`config.mk`:
```
export PLATFORM = sky130hd
export DESIGN_NAME = alu_add_sequencer
export DESIGN_NICKNAME = d
export VERILOG_FILES = /design/src/rtl/alu_pkg.sv /design/src/rtl/alu_flag_gen.sv /design/src/rtl/alu_add_sequencer.sv
export SDC_FILE = /design/constraint.sdc
export NUM_CORES = 1
export LEC_CHECK = 0
export BUFFER_PORTS_ARGS = -buffer_cell sky130_fd_sc_hd__clkbuf_2
export CORE_ASPECT_RATIO = 0.8
export CORE_MARGIN = 4
export CORE_UTILIZATION = 47
export DETAILED_ROUTE_END_ITERATION = 7
export HOLD_SLACK_MARGIN = 0.12
export PLACE_DENSITY = 0.83
export SYNTH_ARGS = -nofsm -noshare
export SYNTH_HDL_FRONTEND = slang
export SYNTH_SLANG_ARGS = --single-unit
```
`constraint.sdc`:
```
create_clock -name clk -period 3.1 [get_ports clk]
set_clock_uncertainty 0.1 [all_clocks]
set_input_delay 0.775 -clock clk [delete_from_list [all_inputs] [get_ports clk]]
set_output_delay 0.775 -clock clk [all_outputs]
set_load 0.05 [all_outputs]
```
`src/rtl/alu_pkg.sv`:
```
// Shared definitions for the adder sequencer: op codes, FSM states, flag bundle.
// ALU_SEQ_WATCHDOG_EN adds the ABORT state used by the ISSUE watchdog.
package alu_pkg;

    localparam logic [1:0] OP_ADD = 2'b00;
    localparam logic [1:0] OP_SUB = 2'b01;
    localparam logic [1:0] OP_INC = 2'b10;
    localparam logic [1:0] OP_DEC = 2'b11;

    localparam int TIMEOUT_CYCLES = 15;

    typedef enum logic [2:0] {
        ST_IDLE,
        ST_ISSUE,
        ST_CAPTURE,
`ifdef ALU_SEQ_WATCHDOG_EN
        ST_DRAIN,
        ST_ABORT
`else
        ST_DRAIN
`endif
    } state_t;

    typedef struct packed {
        logic c;
        logic z;
        logic n;
        logic v;
        logic err;
    } flags_t;

    // INC/DEC drive B with all ones; the adder's cin then selects +1 or -1.
    function automatic logic op_b_is_ones(input logic [1:0] op);
        return (op == OP_INC) || (op == OP_DEC);
    endfunction

    function automatic logic op_cin(input logic [1:0] op);
        return (op == OP_SUB) || (op == OP_INC);
    endfunction

endpackage

```
`src/rtl/alu_flag_gen.sv`:
```
// Combinational status-flag generation from the effective adder operands and result.
module alu_flag_gen
    import alu_pkg::*;
(
    input  logic [7:0] a,
    input  logic [7:0] d,
    input  logic [7:0] sum,
    input  logic       cout,
    output flags_t     flags
);

    always_comb begin
        flags.c   = cout;
        flags.z   = (sum == 8'h00);
        flags.n   = sum[7];
        // Signed overflow: operands agree in sign but the result does not.
        flags.v   = (a[7] == d[7]) && (sum[7] != a[7]);
        flags.err = 1'b0;
    end

endmodule

```
`src/rtl/alu_add_sequencer.sv`:
```
// en/ready initiator for the 8-bit adder: maps ADD/SUB/INC/DEC, captures result and flags.
// Optional watchdog on the ISSUE state is enabled by defining ALU_SEQ_WATCHDOG_EN.
module alu_add_sequencer
    import alu_pkg::*;
(
    input  logic       clk,
    input  logic       rst,
    input  logic       req_valid,
    input  logic [1:0] req_op,
    input  logic [7:0] req_a,
    input  logic [7:0] req_b,
    output logic       req_busy,
    output logic       res_valid,
    output logic [7:0] res_data,
    output logic       res_c,
    output logic       res_z,
    output logic       res_n,
    output logic       res_v,
    output logic       res_err,
    output logic [7:0] add_a,
    output logic [7:0] add_b,
    output logic       add_cin,
    output logic       add_en,
    input  logic [7:0] add_out,
    input  logic       add_cout,
    input  logic       add_ready
);

    state_t     state;
    state_t     state_nxt;
    logic       ready_q;
    logic       ready_rise;
    logic       load_req;
    logic       load_res;
    flags_t     flags_new;
    flags_t     flags_q;
    logic [7:0] data_q;

`ifdef ALU_SEQ_WATCHDOG_EN
    localparam int WD_W = $clog2(TIMEOUT_CYCLES);
    logic [WD_W-1:0] wd_cnt;
    logic            wd_expire;
    logic            load_abort;

    assign wd_expire = (wd_cnt == WD_W'(TIMEOUT_CYCLES - 1));
`endif

    // Only a fresh low-to-high ready counts, so a stale ready left over
    // from an interrupted transaction is never taken as completion.
    assign ready_rise = add_ready && !ready_q;

    alu_flag_gen u_flag_gen (
        .a     (add_a),
        .d     (add_b ^ {8{add_cin}}),
        .sum   (add_out),
        .cout  (add_cout),
        .flags (flags_new)
    );

    // NOTE: every signal written here gets a default first, so no path can infer a latch.
    always_comb begin
        state_nxt = state;
        load_req  = 1'b0;
        load_res  = 1'b0;
`ifdef ALU_SEQ_WATCHDOG_EN
        load_abort = 1'b0;
`endif
        case (state)
            ST_IDLE: begin
                if (req_valid) begin
                    load_req  = 1'b1;
                    state_nxt = ST_ISSUE;
                end
            end
            ST_ISSUE: begin
                if (ready_rise) begin
                    load_res  = 1'b1;
                    state_nxt = ST_CAPTURE;
                end
`ifdef ALU_SEQ_WATCHDOG_EN
                else if (wd_expire) begin
                    load_abort = 1'b1;
                    state_nxt  = ST_ABORT;
                end
`endif
            end
            ST_CAPTURE: state_nxt = ST_DRAIN;
            ST_DRAIN: begin
                if (!add_ready) state_nxt = ST_IDLE;
            end
`ifdef ALU_SEQ_WATCHDOG_EN
            ST_ABORT: state_nxt = ST_DRAIN;
`endif
            default: state_nxt = ST_IDLE;
        endcase
    end

    // Results are registered on the edge entering CAPTURE/ABORT so that
    // res_valid and res_* appear together in the cycle after ready.
    // NOTE: state registers use non-blocking assignments so all flops update from pre-edge values.
    always_ff @(posedge clk) begin
        if (rst) begin
            state   <= ST_IDLE;
            ready_q <= 1'b0;
            add_a   <= 8'h00;
            add_b   <= 8'h00;
            add_cin <= 1'b0;
            data_q  <= 8'h00;
            flags_q <= '0;
        end else begin
            state   <= state_nxt;
            ready_q <= add_ready;
            if (load_req) begin
                add_a   <= req_a;
                add_b   <= op_b_is_ones(req_op) ? 8'hFF : req_b;
                add_cin <= op_cin(req_op);
            end
            if (load_res) begin
                data_q  <= add_out;
                flags_q <= flags_new;
            end
`ifdef ALU_SEQ_WATCHDOG_EN
            if (load_abort) begin
                data_q  <= 8'h00;
                flags_q <= '{c: 1'b0, z: 1'b0, n: 1'b0, v: 1'b0, err: 1'b1};
            end
`endif
        end
    end

`ifdef ALU_SEQ_WATCHDOG_EN
    always_ff @(posedge clk) begin
        if (rst || load_req) begin
            wd_cnt <= '0;
        end else if (state == ST_ISSUE) begin
            wd_cnt <= wd_cnt + 1'b1;
        end
    end

    assign res_valid = (state == ST_CAPTURE) || (state == ST_ABORT);
    assign res_err   = flags_q.err;
`else
    assign res_valid = (state == ST_CAPTURE);
    assign res_err   = 1'b0;
`endif

    assign req_busy = (state != ST_IDLE);
    assign add_en   = (state == ST_ISSUE);
    assign res_data = data_q;
    assign res_c    = flags_q.c;
    assign res_z    = flags_q.z;
    assign res_n    = flags_q.n;
    assign res_v    = flags_q.v;

endmodule

```
Word-level counts from Yosys, hierarchy flattened. Index checks and enable logic that the tools add are counted.

Flip-flop bits (word level): 33. Bits of input ports: 31. Word-level logic and storage cells: 40.

Eq/ne operators: 11. Multiplexer cells: 9. Bitwise operators: 1. Reduce and logical (&&, ||, !) cells: 9.

Operators with widths (count): $pmux W3 S4 (1); $mux W3 (3); $logic_not A8 Y1 (1); $mux W8 (1); $xor A8 B8 Y8 (1); $eq A3 B2 Y1 const B (2); $eq A2 B2 Y1 const B (2); $mux W1 (4); $ne A2 B2 Y1 const B (2); $eq A3 B1 Y1 const B (1); $logic_not A3 Y1 (1); $reduce_and A3 Y1 (1); $reduce_bool A3 Y1 (1); $eq A2 B1 Y1 const B (1); $logic_and A1 B1 Y1 (2); $logic_or A1 B1 Y1 (2); $ne A2 B1 Y1 const B (1); $eq A1 B1 Y1 (1); $logic_not A1 Y1 (1); $ne A1 B1 Y1 (1).

Longest topological paths before layout.
Depth in word-level cells: 4. Mapped depth: 7.

Hierarchy. A second synthesis with hierarchy kept.

Cell total of the unflattened synthesis: 152. Area total of the unflattened synthesis: 1371.3 um2.

By module, submodules not included: alu_add_sequencer (times used 1, cells an instance 142, area an instance 1308.8 um2, seq. area each 640.6 um2); alu_flag_gen (times used 1, cells an instance 10, area an instance 62.6 um2, seq. area each 0.0 um2).

Least setup slack after synthesis. No wires, ideal clock.

Path kind: register -> output. Start: reg state[0]. End: out req_busy. Data arrival time: 0.981 ns. Data required time: 2.225 ns. Slack: 1.244 ns. Stages on the path, launching flop included: 4. Path buffers: 0. Cells stage by stage: dfxtp_1 inv_1 ha_1 inv_1.

Cells in the longest elaborated chain, start to end: 1.

RTL lines: start, declared (RTL line alu_add_sequencer.sv:29) `state_t state;`; start signal, assigned (RTL line alu_add_sequencer.sv:111) `state <= state_nxt;`; $reduce_bool A3 Y1 (RTL line alu_add_sequencer.sv:147) `assign req_busy = (state != ST_IDLE);`; end, declared (RTL line alu_add_sequencer.sv:12) `output logic req_busy,`.

No other way between the ends.

Worst setup path in the final report. Same ends and word-level chain as after synthesis.

==> run metrics <==
die area 0.00348 mm²; initial antenna violation count 0; core area 0.00246 mm²; Vias 1160; FP Rows 16; antenna-violating nets left 0; worst-margin pin slew 0.679 ns; Hold Buf Count CTS 0; vias in the first global route 1017; crit path from state[0]; WL final 2760 µm; share of the yosys chip area belonging to registers 50.9%; Yosys top cell by area dfxtp_1; worst slack, placed 1.03 ns; vias per inst 4.77; CP peak stage delay 0.39 ns; Final min period 2.28 ns; Hold Crit Class reg2reg; Avg Inst Size Synth 8.36 µm²; post-synthesis compound-gate area fraction 14.3%; max-slew violation count 0; Critical Path Source Type flop; Synth Area in XOR/XNOR 0.718%; RePlAce Congestion 0.673; Synth Warn # 0; Hold WS 0.357 ns; portion of netlist area occupied by mux cells 0.821%; top-count cell post-synth nand2_1; share of Yosys cell area claimed by the top area cell type 50.9%; Clock Latency Late Sink 0.32 ns; first-pass GRT wire length 4340 µm; synth cell count leaders 37 x nand2_1, 31 x dfxtp_1, 18 x a21oi_1; chip height 53.6 µm; Critical Path RT 2.22 ns; top post-synthesis cells by area dfxtp_1 51%, nand2_1 11%, a21oi_1 7.4%; count of final setup violators 0; Distinct cells, synth 25; RSZ-0062 raised after global routing no; Post-Syn Nets 183; flops & latches, synth 31; GR Overflow Total 0; Levels on crit path 4; Clock transition at path regs 0.09 ns; final worst setup slack 0.821 ns; Cell Chain, Critical Path inv_1 > ha_1 > inv_1 > clkbuf_2; crit path buf inv count 3; share of layout cells above drive strength 1 34.3%; drt drc 0; CP endpoint req_busy; asr flop ratio synth 0%; Layout Nets 243; CTS max path bufs 2; Post-Syn Area 0.00122 mm²; reg2reg end add_b[1]; leakage power 0.767 nW; Avg WL per Cell 11.4 µm; maxcap violations 0; pin count of the biggest net entering global routing 32; outcome finished clean; cell family with most CP delay buffers and inverters; post-DP HPWL 2080 µm; Area Overhead vs Synth 30.4%; number of enable flip-flop cells after synthesis 0; Initial Util 49.5%; relative slew slack 54.6%; Setup Total Neg Slack 0 ns; Fin. Hold Viols 0; ys flop type dfxtp_1; Root Buffer clkbuf_4; clock sink count 31; # diodes 0; Critical Path AT 1.40 ns; Final Cycle Share 73.5%; Pre-antenna DRT Iters 4; worst reg-to-reg setup slack 1.24 ns; Post-CTS Setup Inserts 0; Max Clock Freq 439 MHz; Crit. End Element primary output; Setup CP Type reg2out; die span in x 65.0 µm; CTS tree built; Cells after Synth 146; post-CTS sizing 0; Global Route Usage Sum 16.4%; htree depth 2; pwr dens 963 mW/mm²; crit-path max FO 4; Post-Synth Simple-Gate Area 20.6%; post-synthesis adder-cell area fraction 6.15%; CTS Buf Count 5; most frequent CP cell inv_1; largest family of logic cells by synthesized area simple AND/OR/NAND/NOR gates; critical path's slowest cell dfxtp_1; R2R Path Start state[0]; buffers added on ports 62; Top-Level Pins 64; Initial DRC Count 54; maximum vdd drop 636 µV; cells on worst reg2reg path 6
-- cell families after synthesis --
kind of cell,count (synthesis)
AND/OR/NAND/NOR,61
flip-flops,31
AO/OA/AOI/OAI,30
buffers and inverters,15
adder cells (fa/ha/maj),6
other,1
XOR/XNOR,1
multiplexers,1
-- layout by cell type (no fill, tap or decap) --
cell type | synthesis | final
clkbuf_2 | 0 | 62
nand2_1 | 37 | 37
dfxtp_1 | 31 | 31
a21oi_1 | 18 | 18
nor2_1 | 15 | 15
o22ai_1 | 8 | 8
inv_1 | 6 | 6
ha_1 | 6 | 6
clkbuf_4 | 0 | 5
a211oi_1 | 2 | 2
nor4_1 | 2 | 2
clkbuf_8 | 0 | 2
nor2_2 | 1 | 1
or3_1 | 1 | 1
nor2b_1 | 1 | 1
nand2b_1 | 1 | 1
or2_2 | 1 | 1
nand3_1 | 1 | 1
xor2_1 | 1 | 1
nand3b_1 | 1 | 1
a311oi_1 | 1 | 1
a222oi_1 | 1 | 1
mux2i_1 | 1 | 1
conb_1 | 1 | 1
clkbuf_1 | 3 | 1
-- metrics by stage --
stage,cells,utilization (%),cell area [µm²],power (W)
final,243,64.6,1590,0.00153
after global placement,235,61.8,1520,0.00128
after floorplan,146,-,1220,0.00114
after CTS,243,64.6,1590,0.00155
after global routing,243,64.6,1590,0.00164
after detailed placement,235,61.8,1520,0.00129
-- flip-flops by register name, summed over array words and instances, names as in the netlist --
| signal | count |
|---|---|
| add_a | 8 |
| add_b | 8 |
| res_data | 7 |
| state | 2 |
| add_cin | 1 |
| ready_q | 1 |
| res_c | 1 |
| res_n | 1 |
| res_v | 1 |
| res_z | 1 |
-- tightest hold or removal path, cell delays in order, from the launching register on --
cell	delay, ns
dfxtp_1	0.32
nand2_1	0.05
a21oi_1	0.05
-- worst min path at each step --
stage / end / cells after the start / start
3_5_place_dp: res_data[2] / 2 / res_data[2]
4_1_cts: res_data[2] / 2 / res_data[2]
2_1_floorplan: state[0] / 2 / state[0]
6_report: res_data[4] / 2 / res_data[4]
5_1_grt: res_data[0] / 2 / res_data[0]
3_3_place_gp: res_data[6] / 2 / res_data[6]
-- area by class of cell --
cell class              instances  area, µm²
clock buffers                   8       68.8
fillers                       256        872
inverters                       6       22.5
multi-input cells             100        523
flip-flops and latches         31        621
well taps                      36       45.0
repair buffers                 62        310
-- metal layers --
metal / up-vias / track usage, % / routed length, µm
met5: - / 0 / 0
met4: 0 / 5.26 / 21
met3: 4 / 6.05 / 256
met2: 40 / 28.9 / 1280
met1: 518 / 18.8 / 1210
li1: 598 / - / -
-- power breakdown --
part / switching, W / internal (W)
Sequential: 0.0000509 / 0.000482
Clock: 0.000124 / 0.000133
Combinational: 0.000555 / 0.000187
(Power assumes the default switching activity.)
